==> src/rtl/alu_4_bit_op_seq.sv <==
// alu_4_bit_op_seq: registered request/response sequencer around a 4-bit ALU,
// with sticky add/sub overflow/carry status and a completed-operation counter.

// Combinational 4-bit ALU: 0=AND, 1=OR, 2=add/sub, 3=set-less-than.
module alu_4_bit (
    input  logic [3:0] A,
    input  logic [3:0] B,
    input  logic       AINV,
    input  logic       BNEG,
    input  logic [1:0] Opr,
    output logic [3:0] RESULT,
    output logic       OVERFLOW,
    output logic       ZERO,
    output logic       COUT
);
    logic [3:0] a_eff;
    logic [3:0] b_eff;
    logic [4:0] sum;

    // Operand conditioning, adder and result mux
    always_comb begin
        a_eff    = AINV ? ~A : A;
        b_eff    = BNEG ? ~B : B;
        sum      = {1'b0, a_eff} + {1'b0, b_eff} + 5'(BNEG);
        OVERFLOW = (a_eff[3] == b_eff[3]) && (sum[3] != a_eff[3]);
        COUT     = sum[4];
        case (Opr)
            2'd0:    RESULT = a_eff & b_eff;
            2'd1:    RESULT = a_eff | b_eff;
            2'd2:    RESULT = sum[3:0];
            default: RESULT = {3'b000, sum[3] ^ OVERFLOW};
        endcase
        ZERO = (RESULT == 4'd0);
    end
endmodule

module alu_4_bit_op_seq (
    input  logic       CLK,
    input  logic       RESET,
    input  logic       IN_VALID,
    output logic       IN_READY,
    input  logic [3:0] IN_A,
    input  logic [3:0] IN_B,
    input  logic       IN_AINV,
    input  logic       IN_BNEG,
    input  logic [1:0] IN_OPR,
    output logic       OUT_VALID,
    input  logic       OUT_READY,
    output logic [3:0] OUT_RESULT,
    output logic       OUT_OVERFLOW,
    output logic       OUT_ZERO,
    output logic       OUT_COUT,
    input  logic       CLR_STICKY,
    output logic       STICKY_OVF,
    output logic       STICKY_COUT,
    output logic [7:0] OP_COUNT
);
    localparam int unsigned DATA_W = 4;
    localparam int unsigned OPR_W  = 2;
    localparam int unsigned CNT_W  = 8;
    localparam logic [OPR_W-1:0] OPR_ADDSUB = 2'd2;

    typedef enum logic [1:0] {
        IDLE = 2'd0,
        EXEC = 2'd1,
        HOLD = 2'd2
    } state_t;

    state_t              state_q,       state_d;
    logic [DATA_W-1:0]   a_q,           a_d;
    logic [DATA_W-1:0]   b_q,           b_d;
    logic                ainv_q,        ainv_d;
    logic                bneg_q,        bneg_d;
    logic [OPR_W-1:0]    opr_q,         opr_d;
    logic [DATA_W-1:0]   result_q,      result_d;
    logic                ovf_q,         ovf_d;
    logic                zero_q,        zero_d;
    logic                cout_q,        cout_d;
    logic                sticky_ovf_q,  sticky_ovf_d;
    logic                sticky_cout_q, sticky_cout_d;
    logic [CNT_W-1:0]    count_q,       count_d;
    logic                in_ready_q,    in_ready_d;
    logic                out_valid_q,   out_valid_d;

    logic [DATA_W-1:0]   alu_result;
    logic                alu_ovf;
    logic                alu_zero;
    logic                alu_cout;
    logic                ovf_gated;
    logic                cout_gated;

    // ALU driven straight from the operand registers
    alu_4_bit u_alu (
        .A        (a_q),
        .B        (b_q),
        .AINV     (ainv_q),
        .BNEG     (bneg_q),
        .Opr      (opr_q),
        .RESULT   (alu_result),
        .OVERFLOW (alu_ovf),
        .ZERO     (alu_zero),
        .COUT     (alu_cout)
    );

    // Next-state, capture, sticky and counter logic
    always_comb begin
        state_d       = state_q;
        a_d           = a_q;
        b_d           = b_q;
        ainv_d        = ainv_q;
        bneg_d        = bneg_q;
        opr_d         = opr_q;
        result_d      = result_q;
        ovf_d         = ovf_q;
        zero_d        = zero_q;
        cout_d        = cout_q;
        sticky_ovf_d  = sticky_ovf_q;
        sticky_cout_d = sticky_cout_q;
        count_d       = count_q;
        in_ready_d    = in_ready_q;
        out_valid_d   = out_valid_q;

        // Overflow/carry only mean something for add/subtract
        ovf_gated  = (opr_q == OPR_ADDSUB) && alu_ovf;
        cout_gated = (opr_q == OPR_ADDSUB) && alu_cout;

        // Clear first so a same-cycle set below takes priority
        if (CLR_STICKY) begin
            sticky_ovf_d  = 1'b0;
            sticky_cout_d = 1'b0;
        end

        case (state_q)
            IDLE: begin
                if (IN_VALID) begin
                    a_d        = IN_A;
                    b_d        = IN_B;
                    ainv_d     = IN_AINV;
                    bneg_d     = IN_BNEG;
                    opr_d      = IN_OPR;
                    in_ready_d = 1'b0;
                    state_d    = EXEC;
                end
            end
            EXEC: begin
                result_d    = alu_result;
                ovf_d       = ovf_gated;
                zero_d      = alu_zero;
                cout_d      = cout_gated;
                if (ovf_gated) begin
                    sticky_ovf_d = 1'b1;
                end
                if (cout_gated) begin
                    sticky_cout_d = 1'b1;
                end
                out_valid_d = 1'b1;
                state_d     = HOLD;
            end
            HOLD: begin
                if (OUT_READY) begin
                    count_d     = count_q + 8'd1;
                    out_valid_d = 1'b0;
                    in_ready_d  = 1'b1;
                    state_d     = IDLE;
                end
            end
            default: begin
                out_valid_d = 1'b0;
                in_ready_d  = 1'b1;
                state_d     = IDLE;
            end
        endcase
    end

    // State and datapath registers with synchronous reset
    always_ff @(posedge CLK) begin
        if (RESET) begin
            state_q       <= IDLE;
            a_q           <= '0;
            b_q           <= '0;
            ainv_q        <= 1'b0;
            bneg_q        <= 1'b0;
            opr_q         <= '0;
            result_q      <= '0;
            ovf_q         <= 1'b0;
            zero_q        <= 1'b0;
            cout_q        <= 1'b0;
            sticky_ovf_q  <= 1'b0;
            sticky_cout_q <= 1'b0;
            count_q       <= '0;
            in_ready_q    <= 1'b1;
            out_valid_q   <= 1'b0;
        end else begin
            state_q       <= state_d;
            a_q           <= a_d;
            b_q           <= b_d;
            ainv_q        <= ainv_d;
            bneg_q        <= bneg_d;
            opr_q         <= opr_d;
            result_q      <= result_d;
            ovf_q         <= ovf_d;
            zero_q        <= zero_d;
            cout_q        <= cout_d;
            sticky_ovf_q  <= sticky_ovf_d;
            sticky_cout_q <= sticky_cout_d;
            count_q       <= count_d;
            in_ready_q    <= in_ready_d;
            out_valid_q   <= out_valid_d;
        end
    end

    assign IN_READY     = in_ready_q;
    assign OUT_VALID    = out_valid_q;
    assign OUT_RESULT   = result_q;
    assign OUT_OVERFLOW = ovf_q;
    assign OUT_ZERO     = zero_q;
    assign OUT_COUT     = cout_q;
    assign STICKY_OVF   = sticky_ovf_q;
    assign STICKY_COUT  = sticky_cout_q;
    assign OP_COUNT     = count_q;
endmodule

==> config.mk <==
export PLATFORM = sky130hd
export DESIGN_NAME = alu_4_bit_op_seq
export DESIGN_NICKNAME = d
export VERILOG_FILES = /design/src/rtl/alu_4_bit_op_seq.sv
export SDC_FILE = /design/constraint.sdc
export NUM_CORES = 1
export LEC_CHECK = 0
export ABC_AREA = 1
export CORE_MARGIN = 1.5
export CORE_UTILIZATION = 50
export CTS_BUF_LIST = sky130_fd_sc_hd__clkbuf_4 sky130_fd_sc_hd__clkbuf_8
export CTS_CLUSTER_SIZE = 10
export DETAILED_ROUTE_END_ITERATION = 8
export GPL_TIMING_DRIVEN = 1
export PLACE_DENSITY = 0.86
export REMOVE_ABC_BUFFERS = 1
export SYNTH_ARGS = -nofsm -noshare
export SYNTH_HDL_FRONTEND = slang
export SYNTH_SLANG_ARGS = --single-unit
==> constraint.sdc <==
create_clock -name CLK -period 2.93 [get_ports CLK]
set_input_delay 0.293 -clock CLK [delete_from_list [all_inputs] [get_ports CLK]]
set_output_delay 0.293 -clock CLK [all_outputs]
set_load 0.01 [all_outputs]
=== Word-level counts from Yosys, hierarchy flattened ===
Index checks and enable logic that the tools add are counted.
Widths: inputs -> output; s select.

* Flip-flop bits (word level): 33

* Add/subtract/negate cells: 3
* Eq/ne operators: 8
* Muxes and demuxes: 17
* Bitwise logic cells: 7
* Reductions and logical operators: 11

{| class="wikitable"
|+ Operators with widths
! cell !! number
|-
| $pmux 4 s3 || 1
|-
| $mux 1 || 9
|-
| $add 8x1->8 const B || 1
|-
| $mux 4 || 2
|-
| $not 4->4 || 2
|-
| $reduce_and 2->1 || 4
|-
| $pmux 1 s3 || 2
|-
| $pmux 2 s3 || 1
|-
| $add 4x4->5 || 1
|-
| $add 5x1->5 || 1
|-
| $and 4x4->4 || 1
|-
| $eq 2x1->1 const B || 2
|-
| $eq 2x2->1 const B || 2
|-
| $logic_not 2->1 || 2
|-
| $logic_not 4->1 || 1
|-
| $mux 2 || 2
|-
| $ne 2x2->1 const B || 2
|-
| $or 4x4->4 || 1
|-
| $logic_and 1x1->1 || 3
|-
| $reduce_and 3->1 || 1
|-
| $not 1->1 || 2
|-
| $eq 1x1->1 || 1
|-
| $ne 1x1->1 || 1
|-
| $xor 1x1->1 || 1
|}

=== Depth between registers and ports, before layout ===
Gate-level depths: netlist of the first run.

* Depth in word-level cells: 9
* Gate-level depth with buffers: 16
* Depth with buffers taken out: 15

=== Modules after synthesis ===
Synthesis of the first run repeated with hierarchy kept, for this count alone.

* Cells, all modules: 237
* Area total of the unflattened synthesis: 1815.5 um^2

{| class="wikitable"
|+ Modules (own cells, without submodules)
! module !! times used !! cells an instance !! area each (um^2) !! sequential area each (um^2)
|-
| alu_4_bit_op_seq || 1 || 160 || 1278.7 || 660.6
|-
| alu_4_bit || 1 || 77 || 536.8 || 0.0
|}

=== Worst setup path before layout of the first run ===
No wires, ideal clock.

* Kind: flip-flop to flip-flop
* From: reg ainv_q
* To: reg zero_q, in the netlist OUT_ZERO
* Setup time: 71 ps
* Data arrival time: 1776 ps
* Data required time: 2859 ps
* Slack: 1083 ps
* Cell stages (with the launch flop): 14
* Buffers on the path: 0
* Clock period less this slack: 1847 ps
* Path through: dfxtp_1 > inv_2 > nand2_1 > nand2_1 > inv_1 > o21ai_0 > fa_1 > xnor2_1 > o22ai_1 > nor2_1 > nand2_1 > a21oi_1 > nand2_1 > a21oi_1

* Cells in the longest elaborated chain, start to end: 8
* Elaborated cells on any way between the ends: 11
* Those cells by class: 2 x add/sub; 2 x eq/ne; 2 x mux; 3 x bitwise; 2 x reduce/logical

{| class="wikitable"
|+ RTL lines
! element !! RTL line !! source
|-
| start, declared || 72 || <nowiki>logic ainv_q, ainv_d;</nowiki>
|-
| start signal, assigned || 197 || <nowiki>ainv_q <= ainv_d;</nowiki>
|-
| $mux 4 * || 22 || <nowiki>a_eff = AINV ? ~A : A;</nowiki>
|-
| $add 4x4->5 || 24 || <nowiki>sum = {1'b0, a_eff} + {1'b0, b_eff} + 5'(BNEG);</nowiki>
|-
| $add 5x1->5 || 24 ||
|-
| $ne 1x1->1 || 25 || <nowiki>OVERFLOW = (a_eff[3] == b_eff[3]) && (sum[3] != a_eff[3]);</nowiki>
|-
| $logic_and 1x1->1 || 25 ||
|-
| $xor 1x1->1 || 31 || <nowiki>default: RESULT = {3'b000, sum[3] ^ OVERFLOW};</nowiki>
|-
| $pmux 4 s3 * || 27 || <nowiki>case (Opr)</nowiki>
|-
| $logic_not 4->1 * || 33 || <nowiki>ZERO = (RESULT == 4'd0);</nowiki>
|-
| end signal, assigned || 202 || <nowiki>zero_q <= zero_d;</nowiki>
|-
| end, declared || 77 || <nowiki>logic zero_q, zero_d;</nowiki>
|}

Mark *: on every way between the ends. The rest lies on a longest branch, timed or not.
A chain may end at the register's enable or synchronous reset.

=== Final worst setup path of the first run ===
Same ends and word-level chain as after synthesis.

==> results of run 1 <==
## registers in the layout (all words and copies together), names as in the netlist, 2 cells and up
| signal | cells |
|---|---|
| state_q | 2 |
| b_q | 4 |
| OUT_RESULT | 4 |
| a_q | 4 |
| opr_q | 2 |
| OP_COUNT | 8 |
## where the power goes
part           switching, mW  total [mW]  leakage [nW]  internal, mW
Clock                  0.154       0.367        0.0489         0.213
Sequential            0.0240       0.501         0.270         0.477
Combinational          0.153       0.276         0.615         0.123
## worst min-delay path by stage
stage	endpoint	slack (ns)	depth (start not counted)	startpoint
2_1_floorplan	OUT_COUT	0.36	1	RESET
3_3_place_gp	OP_COUNT[7]	0.45	2	OP_COUNT[7]
3_5_place_dp	OUT_OVERFLOW	0.46	2	OUT_OVERFLOW
4_1_cts	OUT_COUT	0.47	2	OUT_COUT
5_1_grt	STICKY_COUT	0.50	2	STICKY_COUT
6_report	STICKY_OVF	0.47	2	STICKY_OVF
## cell type report
type                            instances  area (sq um)  area share
Multi-Input combinational cell        153           833       0.390
Sequential cell                        33           661       0.309
Timing Repair Buffer                   36           358       0.168
Inverter                               37           139      0.0651
Clock buffer                            7          58.8      0.0275
Tap cell                               44          55.1      0.0258
Clock inverter                          1          30.0      0.0141
## metrics by stage
| step | hold WS [ns] | std cells | worst slack (ns) | area, sq um |
|---|---|---|---|---|
| 3_3_place_gp | 0.451 | 303 | 0.973 | 2050 |
| 2_1_floorplan | 0.362 | 223 | 1.08 | 1630 |
| 5_1_grt | 0.499 | 311 | 0.600 | 2130 |
| 4_1_cts | 0.475 | 311 | 0.868 | 2130 |
| 6_report | 0.473 | 311 | 0.841 | 2130 |
| 3_5_place_dp | 0.456 | 303 | 0.889 | 2050 |
## kinds of logic (layout without fill, tap and decap cells)
logic type | count (synthesis) | in the layout | share of synthesized area
compound gates | 53 | 53 | 0.178
xor+xnor | 8 | 8 | 0.0419
fa+ha+maj | 9 | 9 | 0.0719
buf+inv | 44 | 81 | 0.106
flops | 33 | 33 | 0.396
simple gates | 83 | 83 | 0.207
## worst register-to-register path, cell delays in order (launching register included)
cell and delay, ns:
dfxtp_1 0.44, nand2_1 0.10, nand2_1 0.09, inv_1 0.06, o21ai_0 0.20, fa_1 0.44
nand2_1 0.07, o211ai_1 0.07, nor2_1 0.13, nand2_1 0.07, a21oi_1 0.13, nand2_1 0.08
a21oi_1 0.14
## per-layer routing
metal / track usage / wire length, um
met1: 0.288 / 1600
met2: 0.316 / 1580
met3: 0.0384 / 174
met4: 0.112 / 78
met5: 0 / 0
## cell usage in the layout, fill, tap and decap left out, drive strengths merged
master	instances
xnor2	6
o221ai	1
a21o	1
o21ai	22
xor2	2
clkbuf	7
o21a	1
o21bai	1
nand2	42
bufinv	1
nor3	4
dfxtp	33
nand4	2
o22ai	1
clkdlybuf4s50	35
ha	8
fa	1
nor2	25
inv	37
buf	1
a21oi	23
nand3	10
o211ai	3
==> reports/metrics.yaml, run 1 <==
via_per_inst: 4.89
worst_slew_pin_slew_ns: 0.592
dp_hpwl_um: 2630
setup_viol: 0
synth_area_leader_cell: "dfxtp_1"
clockBufferDepth: 2
tns_ns: 0
r2r-end: "OUT_ZERO"
nNetsFinal: 292
pin_count: 36
grt_pass1_vias: 1328
grt_max_degree: 23
drive_above_1_share: 0.0562
ys_seq_area_frac: 0.396
critPathArrivalTime_ns: 2.35
die_w_um: 60.8
numPortBuffers: 35
post-route-period-util: 0.713
syn_inst: 230
worstSetupPathType: "register to register"
power_mw: 1.14
routed_wl_um: 3430
crit_path_end_kind: "register"
synth-seq-cells: 33
cp.depth: 12
max_freq_mhz: 479
path_clk_slew_ns: 0.10
maxSlewViolCount: 0
synth_ff_type: "dfxtp_1"
htreeDepth: 2
drt-initial-drc-count: 67
overflow: 0
r2r_start: "ainv_q"
worstRegToRegCells: 12
drtAntennaViolNets: 0
tritoncts: "done"
gp_routability_congestion: 0.818
finClkSkew_ns: 0.00749
startpoint: "ainv_q"
cts_resized: 0
avgSynthCellArea_sq_um: 7.26
cts_setup_buffers: 0
clock-root-buffer: "clkbuf_4"
die_area_sq_um: 3700
syn_area_sq_um: 1670
fill_cells: 297
cp.required_ns: 3.19
reg2reg_slack_ns: 0.84
start_util: 0.538
worst-path-buf-inv: 1
cts_made_buffers: 5
route.detailed.drc: 0
post_drt_wl_per_cell_um: 11.0
hp-class: "register to register"
synthTopCellsByCount: "39 x nand2_1, 35 x inv_1, 33 x dfxtp_1"
ys_async_sr_fraction: 0
fin_crit_ns: 2.09
core_sq_um: 3100
leakage_nw: 0.934
area_growth_pct: 27.8
timing.final.hold_violations: 0
synth_cell_types: 26
cap_violations: 0
start_kind: "register"
n_antenna_cell: 0
num_vias: 1521
critical_path.max_stage_delay_ns: 0.44
clock_insertion_delay_worst_skew_ns: 0.33
cpMostUsedCell: "nand2_1"
post-synth-top-count-cell: "nand2_1"
cp_max_fo: 5
antenna_found_initial: 0
slew_headroom: 0.604
ys_warn_count: 0
synth_top_area_frac: 0.396
synth-edff-count: 0
ir_drop_v: 0.000365
fin_util: 0.688
ctsHoldBuffers: 0
endpoint: "OUT_ZERO"
crit_slowest_cell: "dfxtp_1"
status: "finished, final reports clean"
clock-sinks: 33
grt_util_all_layers: 0.211
powerDensity_nw_per_um2: 536
rsz0062_at_grt: "no"
drt_pre_antenna_iters: 4
cpLargestDelayFamily: "simple AND/OR/NAND/NOR gates"
grt_pass1_wl_um: 5690
netlist_top_cells_area: "dfxtp_1 40%, nand2_1 8.8%, inv_1 7.9%"
chipHeight_um: 60.8
cp_cell_sequence: "nand2_1 -> nand2_1 -> inv_1 -> o21ai_0 -> fa_1 -> nand2_1 -> o211ai_1 -> nor2_1 -> nand2_1 -> a21oi_1 -> nand2_1 -> a21oi_1"
rows: 20
Note: power is estimated with default switching activity, not from simulation.
==> inputs of run 2 (changes only) <==
==> constraint.sdc (replaced) <==
create_clock -name CLK -period 2.2 [get_ports CLK]
set_input_delay 0.22 -clock CLK [delete_from_list [all_inputs] [get_ports CLK]]
set_output_delay 0.22 -clock CLK [all_outputs]
set_load 0.01 [all_outputs]
==> reports/metrics.yaml, run 2 (synthesis gave the netlist of run 1 again) <==
cap_violations: 0
crit_path_end_kind: "register"
grt_pass1_wl_um: 5980
dp_cells: 304
p_int_uw: 922
setup_viol: 0
n_antenna_cell: 0
instances_no_fill: 312
nNetsFinal: 293
r2r_start: "ainv_q"
die_w_um: 60.8
core_sq_um: 3100
chipHeight_um: 60.8
rsz0062_at_grt: "no"
cp_max_fo: 5
drtAntennaViolNets: 0
layout_commonest_cell: "nand2_1"
overflow: 0
clock-sinks: 33
setup_slack_ns: 0.229
startpoint: "ainv_q"
drt_pre_antenna_iters: 4
fill_cells: 293
via_per_inst: 4.81
slew_headroom: 0.609
finClkSkew_ns: 0.0145
pin_count: 36
clkPwrFrac: 0.244
maxSlewViolCount: 0
fin_util: 0.681
antenna_found_initial: 0
switching_power_uw: 456
gp_routability_congestion: 0.824
die_area_sq_um: 3700
critPathArrivalTime_ns: 2.26
rows: 20
post-route-period-util: 0.896
area_growth_pct: 26.5
cts_made_buffers: 5
cp.required_ns: 2.49
grt_max_degree: 23
clock-root-buffer: "clkbuf_4"
placed_cell_area_sq_um: 2050
drive_above_1_share: 0.0672
ctsHoldBuffers: 0
start_kind: "register"
routed_wl_um: 3410
post_drt_wl_per_cell_um: 10.9
tns_ns: 0
hp-start: "STICKY_COUT"
powerDensity_nw_per_um2: 652
clockBufferDepth: 2
timing.final.hold_violations: 0
worstSetupPathType: "register to register"
fin_crit_ns: 1.97
swShare: 0.331
tritoncts: "done"
clock_insertion_delay_worst_skew_ns: 0.35
layout_common_cells: "39 x nand2_1, 35 x inv_1, 35 x clkdlybuf4s50_1"
dp_hpwl_um: 2640
hp-class: "register to register"
drt-initial-drc-count: 74
leakage_nw: 0.922
grt_pass1_vias: 1426
seqCellArea_sq_um: 666
ir_drop_v: 0.000429
multi_input_area_sq_um: 833
largest_reg_flops: 8
numPortBuffers: 35
place_ws_ns: 0.176
start_util: 0.538
htreeDepth: 2
route.detailed.drc: 0
power_mw: 1.38
p_seq_frac: 0.484
path_clk_slew_ns: 0.10
postLayoutCellArea_sq_um: 2110
grt_util_all_layers: 0.221
fin_hold_ws_ns: 0.468
worst_slew_pin_slew_ns: 0.586
status: "finished, final reports clean"
max_freq_mhz: 507
comb_power_share: 0.271
num_vias: 1501
-- run 2: cell types whose count changed in the layout (fill, tap and decap cells not counted), sizes merged --
cell      before  now
bufinv         1    0
clkbuf         7    5
buf            1    2
clkinv         0    2
clkinvlp       0    1
-- run 2: final timing paths --
| kind | to | slack [ns] | cells past startpoint |
|---|---|---|---|
| setup / recovery | OUT_ZERO | 0.23 | 10 |
| hold / removal | STICKY_COUT | 0.47 | 2 |
| setup reg to reg | OUT_ZERO | 0.23 | 10 |
| hold reg to reg | STICKY_COUT | 0.47 | 2 |
-- run 2: area by class of cell --
| class | instances | share of cell area |
|---|---|---|
| multi-input cells | 153 | 0.394 |
| flip-flops and latches | 33 | 0.315 |
| repair buffers | 37 | 0.173 |
| inverters | 37 | 0.0657 |
| well taps | 44 | 0.0261 |
| clock buffers | 5 | 0.0178 |
| clock inverters | 3 | 0.00829 |
-- run 2: worst max-delay path, stage by stage (launching register included) --
cell and delay (ns):
dfxtp_4 0.37, xnor2_1 0.23, inv_1 0.13, fa_1 0.46, xnor2_1 0.15, o22ai_1 0.08, nor2_1 0.14, nand2_1 0.07
a21oi_1 0.12, nand2_1 0.06, a21oi_1 0.12
-- run 2: repair_timing --
action / 4_1_cts / 5_1_grt
hold endpoints to repair: 0 / 0
setup buffers: 0 / 0
gates resized for setup: 0 / 4
setup endpoints to repair: 0 / 3
-- run 2: power groups by stage --
stage                     Combinational [mW]  Clock, mW  Sequential, mW
final                                  0.374      0.337           0.667
after global routing                   0.425      0.376           0.673
after CTS                              0.374      0.348           0.667
after detailed placement               0.372          0           0.680
after global placement                 0.360          0           0.679
after floorplan                        0.248          0           0.681
-- run 2: metal layers --
layer,routed length (um),vias up,share of wire,GRT usage
met3,203,7,0.060,0.0682
met5,0,-,0,0
li1,-,806,-,-
met4,81,0,0.024,0.115
met1,1600,647,0.47,0.289
met2,1530,41,0.45,0.330
